==> src/rtl/regfile_pkg.sv <==
// Shared widths and the writeback-queue entry type for the 16x16 register file.
package regfile_pkg;
    localparam int REG_W    = 16;
    localparam int REG_ID_W = 4;
    localparam int NUM_REGS = 16;
    localparam logic [REG_ID_W-1:0] ZERO_REG = 4'd0;

    typedef struct packed {
        logic [REG_ID_W-1:0] regId;
        logic [REG_W-1:0]    data;
    } wbq_entry_t;
endpackage

==> src/rtl/regfile_wb_queue_if.sv <==
// Writeback request handshake between the datapath (master) and the queue (slave).
interface regfile_wb_queue_if;
    import regfile_pkg::*;

    logic                wb_valid;
    logic                wb_ready;
    logic [REG_ID_W-1:0] wb_reg;
    logic [REG_W-1:0]    wb_data;

    modport master (output wb_valid, wb_reg, wb_data, input wb_ready);
    modport slave  (input wb_valid, wb_reg, wb_data, output wb_ready);
endinterface

==> src/rtl/wbq_match.sv <==
// Looks up one register id among the pending queue entries; reports a hit and
// the data of the youngest matching entry.
module wbq_match
    import regfile_pkg::*;
#(
    parameter int DEPTH = 4,
    localparam int PTR_W = $clog2(DEPTH)
) (
    input  wbq_entry_t [DEPTH-1:0] entries,
    input  logic [DEPTH-1:0]       validMask,
    input  logic [PTR_W-1:0]       headPtr,
    input  logic [REG_ID_W-1:0]    lookupId,
    output logic                   hit,
    output logic [REG_W-1:0]       hitData
);
    logic [DEPTH-1:0] ageMatch;
    logic [REG_W-1:0] ageData [DEPTH];

    // Rotate slots into age order: age 0 is the head (oldest).
    genvar gi;
    generate
        for (gi = 0; gi < DEPTH; gi++) begin : g_age
            logic [PTR_W-1:0] slot;
            assign slot         = headPtr + PTR_W'(gi);
            assign ageMatch[gi] = validMask[slot] && (entries[slot].regId == lookupId);
            assign ageData[gi]  = entries[slot].data;
        end
    endgenerate

    always_comb begin
        hit     = 1'b0;
        hitData = '0;
        // Later (younger) matches overwrite earlier ones.
        for (int k = 0; k < DEPTH; k++) begin
            if (ageMatch[k]) begin
                hit     = 1'b1;
                hitData = ageData[k];
            end
        end
    end
endmodule

==> src/rtl/regfile_wb_queue.sv <==
// Writeback FIFO in front of the register file write port, with read correction
// for pending writes. Define WBQ_BYPASS_EN to forward queued data instead of flagging a hazard.
module regfile_wb_queue
    import regfile_pkg::*;
#(
    parameter int DEPTH = 4,
    localparam int PTR_W = $clog2(DEPTH),
    localparam int OCC_W = PTR_W + 1
) (
    input  logic                clk,
    input  logic                rst,
    regfile_wb_queue_if.slave   wb,
    input  logic                drain_en,
    output logic [REG_ID_W-1:0] rf_dst_reg,
    output logic                rf_write,
    output logic [REG_W-1:0]    rf_dst_data,
    input  logic [REG_ID_W-1:0] rd_reg1,
    input  logic [REG_ID_W-1:0] rd_reg2,
    input  logic [REG_W-1:0]    rf_src_data1,
    input  logic [REG_W-1:0]    rf_src_data2,
    output logic [REG_W-1:0]    rd_data1,
    output logic [REG_W-1:0]    rd_data2,
    output logic                rd_hazard,
    output logic [OCC_W-1:0]    occupancy
);
    wbq_entry_t [DEPTH-1:0] entryMem;
    wbq_entry_t             headEntry;
    logic [PTR_W-1:0]       headReg, headNext, tailReg, tailNext;
    logic [OCC_W-1:0]       occReg, occNext;
    logic [DEPTH-1:0]       validMask;
    logic                   pushEn, popEn;
    logic                   hit1, hit2;
    logic [REG_W-1:0]       hitData1, hitData2;

    assign wb.wb_ready = !rst && (occReg < OCC_W'(DEPTH));
    // R0 requests are handshaken but dropped here.
    assign pushEn      = wb.wb_valid && wb.wb_ready && (wb.wb_reg != ZERO_REG);
    assign popEn       = drain_en && (occReg != '0);
    assign headEntry   = (occReg != '0) ? entryMem[headReg] : '0;
    assign rf_write    = popEn;
    assign rf_dst_reg  = headEntry.regId;
    assign rf_dst_data = headEntry.data;
    assign occupancy   = occReg;

    always_comb begin
        headNext = headReg;
        tailNext = tailReg;
        occNext  = occReg;
        if (pushEn) tailNext = tailReg + PTR_W'(1);
        if (popEn)  headNext = headReg + PTR_W'(1);
        case ({pushEn, popEn})
            2'b10:   occNext = occReg + OCC_W'(1);
            2'b01:   occNext = occReg - OCC_W'(1);
            default: occNext = occReg;
        endcase
    end

    always_ff @(posedge clk or posedge rst) begin
        if (rst) begin
            headReg <= '0;
            tailReg <= '0;
            occReg  <= '0;
        end else begin
            headReg <= headNext;
            tailReg <= tailNext;
            occReg  <= occNext;
        end
    end

    // Entry payload needs no reset: validity comes from the pointers alone.
    always_ff @(posedge clk) begin
        if (pushEn) entryMem[tailReg] <= {wb.wb_reg, wb.wb_data};
    end

    genvar gi;
    generate
        for (gi = 0; gi < DEPTH; gi++) begin : g_valid
            logic [PTR_W-1:0] ageOff;
            assign ageOff        = PTR_W'(gi) - headReg;
            assign validMask[gi] = {1'b0, ageOff} < occReg;
        end
    endgenerate

    wbq_match #(.DEPTH(DEPTH)) u_match1 (
        .entries(entryMem), .validMask(validMask), .headPtr(headReg),
        .lookupId(rd_reg1), .hit(hit1), .hitData(hitData1)
    );
    wbq_match #(.DEPTH(DEPTH)) u_match2 (
        .entries(entryMem), .validMask(validMask), .headPtr(headReg),
        .lookupId(rd_reg2), .hit(hit2), .hitData(hitData2)
    );

`ifdef WBQ_BYPASS_EN
    assign rd_data1  = (rd_reg1 == ZERO_REG) ? '0 : (hit1 ? hitData1 : rf_src_data1);
    assign rd_data2  = (rd_reg2 == ZERO_REG) ? '0 : (hit2 ? hitData2 : rf_src_data2);
    assign rd_hazard = 1'b0;
`else
    logic unusedHitData;
    assign unusedHitData = ^{hitData1, hitData2};
    assign rd_data1  = (rd_reg1 == ZERO_REG) ? '0 : rf_src_data1;
    assign rd_data2  = (rd_reg2 == ZERO_REG) ? '0 : rf_src_data2;
    assign rd_hazard = ((rd_reg1 != ZERO_REG) && hit1) || ((rd_reg2 != ZERO_REG) && hit2);
`endif
endmodule

==> src/flat_wrapper.sv <==
// flat-port wrapper written by rule: the top's interface ports become plain ports
module regfile_wb_queue_flat import regfile_pkg::*;
#(
    parameter int DEPTH = 4,
    localparam int PTR_W = $clog2(DEPTH),
    localparam int OCC_W = PTR_W + 1
)
  (clk, rst, drain_en, rf_dst_reg, rf_write, rf_dst_data, rd_reg1, rd_reg2, rf_src_data1, rf_src_data2, rd_data1, rd_data2, rd_hazard, occupancy, wb_wb_valid, wb_wb_reg, wb_wb_data, wb_wb_ready);
  regfile_wb_queue_if wb_i ();
  input  logic clk;
  input  logic rst;
  input  logic drain_en;
  output logic [REG_ID_W-1:0] rf_dst_reg;
  output logic rf_write;
  output logic [REG_W-1:0] rf_dst_data;
  input  logic [REG_ID_W-1:0] rd_reg1;
  input  logic [REG_ID_W-1:0] rd_reg2;
  input  logic [REG_W-1:0] rf_src_data1;
  input  logic [REG_W-1:0] rf_src_data2;
  output logic [REG_W-1:0] rd_data1;
  output logic [REG_W-1:0] rd_data2;
  output logic rd_hazard;
  output logic [OCC_W-1:0] occupancy;
  input wire logic [$bits(wb_i.wb_valid)-1:0] wb_wb_valid;
  input wire logic [$bits(wb_i.wb_reg)-1:0] wb_wb_reg;
  input wire logic [$bits(wb_i.wb_data)-1:0] wb_wb_data;
  output wire logic [$bits(wb_i.wb_ready)-1:0] wb_wb_ready;
  assign wb_i.wb_valid = wb_wb_valid;
  assign wb_i.wb_reg = wb_wb_reg;
  assign wb_i.wb_data = wb_wb_data;
  assign wb_wb_ready = wb_i.wb_ready;
  regfile_wb_queue #(.DEPTH(DEPTH)) u_core (.clk(clk), .rst(rst), .wb(wb_i), .drain_en(drain_en), .rf_dst_reg(rf_dst_reg), .rf_write(rf_write), .rf_dst_data(rf_dst_data), .rd_reg1(rd_reg1), .rd_reg2(rd_reg2), .rf_src_data1(rf_src_data1), .rf_src_data2(rf_src_data2), .rd_data1(rd_data1), .rd_data2(rd_data2), .rd_hazard(rd_hazard), .occupancy(occupancy));
endmodule
==> config.mk <==
export PLATFORM = sky130hd
export DESIGN_NAME = regfile_wb_queue_flat
export DESIGN_NICKNAME = d
export VERILOG_FILES = /design/src/rtl/regfile_pkg.sv /design/src/rtl/regfile_wb_queue_if.sv /design/src/rtl/wbq_match.sv /design/src/rtl/regfile_wb_queue.sv /design/src/flat_wrapper.sv
export SDC_FILE = /design/constraint.sdc
export NUM_CORES = 1
export LEC_CHECK = 0
export ABC_AREA = 0
export ABC_CLOCK_PERIOD_IN_PS = 4000
export CORE_UTILIZATION = 50
export CTS_CLUSTER_DIAMETER = 80
export DETAILED_ROUTE_END_ITERATION = 8
export PLACE_DENSITY = 0.81
export SYNTH_ARGS = -nofsm -noshare
export SYNTH_HDL_FRONTEND = slang
export SYNTH_SLANG_ARGS = --single-unit
export TNS_END_PERCENT = 30
==> constraint.sdc <==
create_clock -name clk -period 4 [get_ports clk]
set_input_delay 0.6 -clock clk [delete_from_list [all_inputs] [get_ports clk]]
set_output_delay 0.6 -clock clk [all_outputs]
set_load 0.03 [all_outputs]
==> flow_summary.rst <==
.. list-table::
   :header-rows: 1

   * - Metric
     - Value
   * - Status
     - finished clean
   * - Grt ovf
     - 0
   * - Routed via count divided by cell count
     - 5.423
   * - Worst vdd ir
     - 0.4679 mV
   * - Placement Rows
     - 35
   * - Cell area after synthesis
     - 4871 µm²
   * - RSZ-0062 raised after global routing
     - no
   * - Final worst clock skew
     - 0.01695 ns
   * - Clock latency of the later-clocked register in the worst-skew pair
     - 0.35 ns
   * - Peak clock frequency supported by timing
     - 281.0 MHz
   * - Number of antenna repair diodes
     - 0
   * - First-pass GRT wire length
     - 16260 µm
   * - Max-Slew Margin vs Limit
     - 0.2996
   * - Post-detailed-routing wire length
     - 10490 µm
   * - Gate count after technology mapping
     - 339
   * - Min Clock Period, post-route
     - 3.559 ns
   * - Initial drt markers
     - 112
   * - Input/output buffers
     - 121
   * - Starting Density
     - 0.5222
   * - Setup crit end kind
     - output port
   * - Area of the core
     - 9328 µm²
   * - Critical Path Source
     - u_core.headReg[0]
   * - Launching element type of the critical path
     - flip-flop
   * - Maximum capacitance violations
     - 0
   * - Final total negative setup slack
     - 0 ns
   * - Total half-perimeter wirelength after legalization and detailed placement
     - 7727 µm
   * - Initial antenna violation count
     - 0
   * - WL per Instance
     - 17.75 µm
   * - DIE AREA
     - 10140 µm²
   * - Number of global-route vias before repair
     - 3202
   * - Final period utilization
     - 0.8897
   * - Worst-case clock buffer depth
     - 2
   * - Critical Path RT
     - 3.40 ns
   * - Count of yosys warnings during synthesis
     - 0
   * - Final count of negative-setup-slack endpoints
     - 0
   * - Setup bufs post-CTS
     - 0
   * - Distinct cells, synth
     - 39
   * - Slew at the pin closest to its max-slew limit
     - 1.051 ns
   * - H-tree Lvls
     - 3
   * - Pwr Total
     - 4.283 mW
   * - Sequential element share of the synthesized area
     - 0.5292
   * - Critical Setup Path Class
     - reg2out
   * - Worst reg2reg startpoint
     - u_core.occupancy[2]
   * - Highest net fanout along the worst path
     - 19
   * - Number of clock buffers inserted by TritonCTS
     - 9
   * - Total clock sinks
     - 87
   * - Maximum number of pins on one net before global-route repair
     - 35
   * - Via count
     - 3205
   * - Hold violation total from the final report
     - 0
   * - Layout Nets
     - 531
   * - Layout cell share with drive strength beyond 1
     - 0.1277
   * - Weighted congestion at the end of routability-driven global placement
     - 0.8461
   * - Arrival time at the worst endpoint
     - 2.96 ns
   * - Vert. Die Dim
     - 100.7 µm
   * - TritonCTS clock tree
     - built
   * - Post-synthesis area per instance
     - 14.37 µm²
   * - Number of iterations in the first detailed-routing pass
     - 4
   * - Remaining number of nets flagged by the antenna check after routing
     - 0
   * - Class of the tightest hold or removal check
     - in2async
   * - Synthesis-to-finish area growth
     - 31.34%
   * - P per Cell Area
     - 669.6 nW/µm²
   * - Boundary pin count
     - 122
   * - Total of flip-flops plus latches after synthesis
     - 87
   * - Root buffer selected by CTS
     - clkbuf_8
   * - Clock-pin transition on the worst setup and hold timing paths
     - 0.09 ns
   * - All-layer global routing usage
     - 0.2153
   * - X dimension of the die
     - 100.7 µm
   * - Leakage dissipation
     - 2.247 nW
   * - DRC errors left
     - 0
   * - Net count of the mapped netlist
     - 413
   * - Max-slew violation count
     - 0
metrics by stage:
step / cell area, µm² / util / setup slack [ns] / cells / hold slack (ns)
2_1_floorplan: 4871 / - / 0.7320 / 339 / 0.4034
3_3_place_gp: 6203 / 0.6651 / 0.5077 / 575 / 0.5486
3_5_place_dp: 6203 / 0.6651 / 0.4230 / 575 / 0.5573
4_1_cts: 6392 / 0.6853 / 0.03943 / 591 / 0.5072
5_1_grt: 6397 / 0.6858 / 0.2653 / 591 / 0.5315
6_report: 6397 / 0.6858 / 0.4410 / 591 / 0.5122
worst paths after layout:
path	end	slack, ns	cells after the start
max in group asynchronous	u_core.headReg[0]	3.23	2
hold reg to reg	u_core.occupancy[1]	0.59	2
hold / removal	u_core.occupancy[0]	0.51	2
setup reg to reg	u_core.occupancy[2]	1.60	9
setup / recovery	rd_hazard	0.44	9
min in group clk	u_core.occupancy[1]	0.59	2
metal layers:
| metal | share of wire | GRT usage | vias up |
|---|---|---|---|
| li1 | - | - | 1495 |
| met1 | 0.40 | 0.2449 | 1571 |
| met2 | 0.52 | 0.4004 | 132 |
| met3 | 0.071 | 0.05617 | 7 |
| met5 | 0 | 0 | - |
| met4 | 0.0069 | 0.05574 | 0 |
power breakdown:
part           switching [mW]  leakage [nW]  internal (mW)
logic                    1.32          1.36           1.16
clock network           0.289        0.0876          0.286
registers               0.129         0.804           1.10
synth_stat cells:
cell type / instances / area (µm²)
ha_1: 9 / 112.6
or3b_2: 1 / 8.760
mux2i_1: 14 / 140.1
a41o_1: 2 / 20.02
nand2_1: 5 / 18.77
buf_4: 1 / 7.510
buf_6: 4 / 45.04
nor4_1: 3 / 18.77
nor2b_1: 39 / 244.0
and2b_1: 16 / 120.1
nand2b_4: 1 / 13.76
a211oi_1: 1 / 7.510
mux4_1: 2 / 52.55
buf_1: 1 / 3.750
a211o_1: 4 / 35.03
clkbuf_1: 7 / 26.28
a21oi_1: 1 / 5.000
or2b_1: 1 / 7.510
mux2i_2: 1 / 13.76
nor3b_1: 6 / 45.04
o211ai_1: 6 / 45.04
inv_1: 9 / 33.78
nor3_1: 8 / 40.04
o21ai_0: 4 / 20.02
and2_1: 4 / 25.02
xor2_1: 20 / 175.2
buf_8: 1 / 15.01
nor2_1: 12 / 45.04
fa_1: 1 / 20.02
nand4_1: 2 / 12.51
xnor2_1: 22 / 192.7
a32oi_1: 2 / 17.52
mux4_2: 26 / 585.6
edfxtp_1: 80 / 2402
dfrtp_1: 7 / 175.2
mux2i_4: 2 / 45.04
buf_2: 10 / 50.05
o22ai_1: 2 / 12.51
a31oi_1: 2 / 12.51
what timing repair did:
action,4_1_cts,5_1_grt
resized for setup,0,2
hold buffers,0,0
endpoints found under the setup margin,0,1
cell usage in the layout (no fill, tap or decap), types with 2 or more instances in the layout:
| cell type | n |
|---|---|
| clkdlybuf4s50_1 | 120 |
| edfxtp_1 | 80 |
| nor2b_1 | 39 |
| mux4_2 | 26 |
| xnor2_1 | 22 |
| xor2_1 | 20 |
| and2b_1 | 16 |
| mux2i_1 | 14 |
| nor2_1 | 12 |
| inv_1 | 9 |
| ha_1 | 9 |
| clkbuf_8 | 9 |
| buf_4 | 9 |
| nor3_1 | 7 |
| nor3b_1 | 6 |
| o211ai_1 | 6 |
| nand2_1 | 5 |
| dfrtp_1 | 5 |
| o21ai_0 | 4 |
| and2_1 | 4 |
| a211o_1 | 4 |
| mux2i_4 | 2 |
| nor4_2 | 2 |
| a32oi_1 | 2 |
| o22ai_1 | 2 |
| a31oi_1 | 2 |
| mux4_1 | 2 |
| nand4_1 | 2 |
| a41o_1 | 2 |
| clkinv_1 | 2 |
| clkinvlp_4 | 2 |
final cells by class:
| class | instances | area, µm² |
|---|---|---|
| Multi-Input combinational cell | 219 | 2130 |
| Fill cell | 661 | 2930 |
| Timing Repair Buffer | 131 | 1301 |
| Clock inverter | 6 | 61.31 |
| Sequential cell | 87 | 2582 |
| Clock buffer | 10 | 127.6 |
| Tap cell | 129 | 161.4 |
| Inverter | 9 | 33.78 |
cells by family after synthesis:
kind of cell / Yosys count / share of synthesized area
adder cells (fa/ha/maj): 10 / 0.02723
multiplexers: 45 / 0.1718
AO/OA/AOI/OAI: 24 / 0.03596
XOR/XNOR: 42 / 0.07552
AND/OR/NAND/NOR: 98 / 0.1230
buffers and inverters: 33 / 0.03725
flip-flops: 87 / 0.5292
registers in the layout (all words and copies together), names as in the netlist:
name / count
u_core.entryMem: 80
u_core.headReg: 2
u_core.occupancy: 3
u_core.tailReg: 2
worst max-delay path: stages (launching register included):
cell and delay (ns):
dfrtp_4 0.61, xnor2_1 0.27, inv_1 0.07, ha_1 0.29
a211o_1 0.29, a32oi_1 0.34, o211ai_1 0.15, a41o_1 0.23
nand2_1 0.07, dlymetal6s2s_1 0.29
No activity file was read; power rests on OpenSTA's default activity.
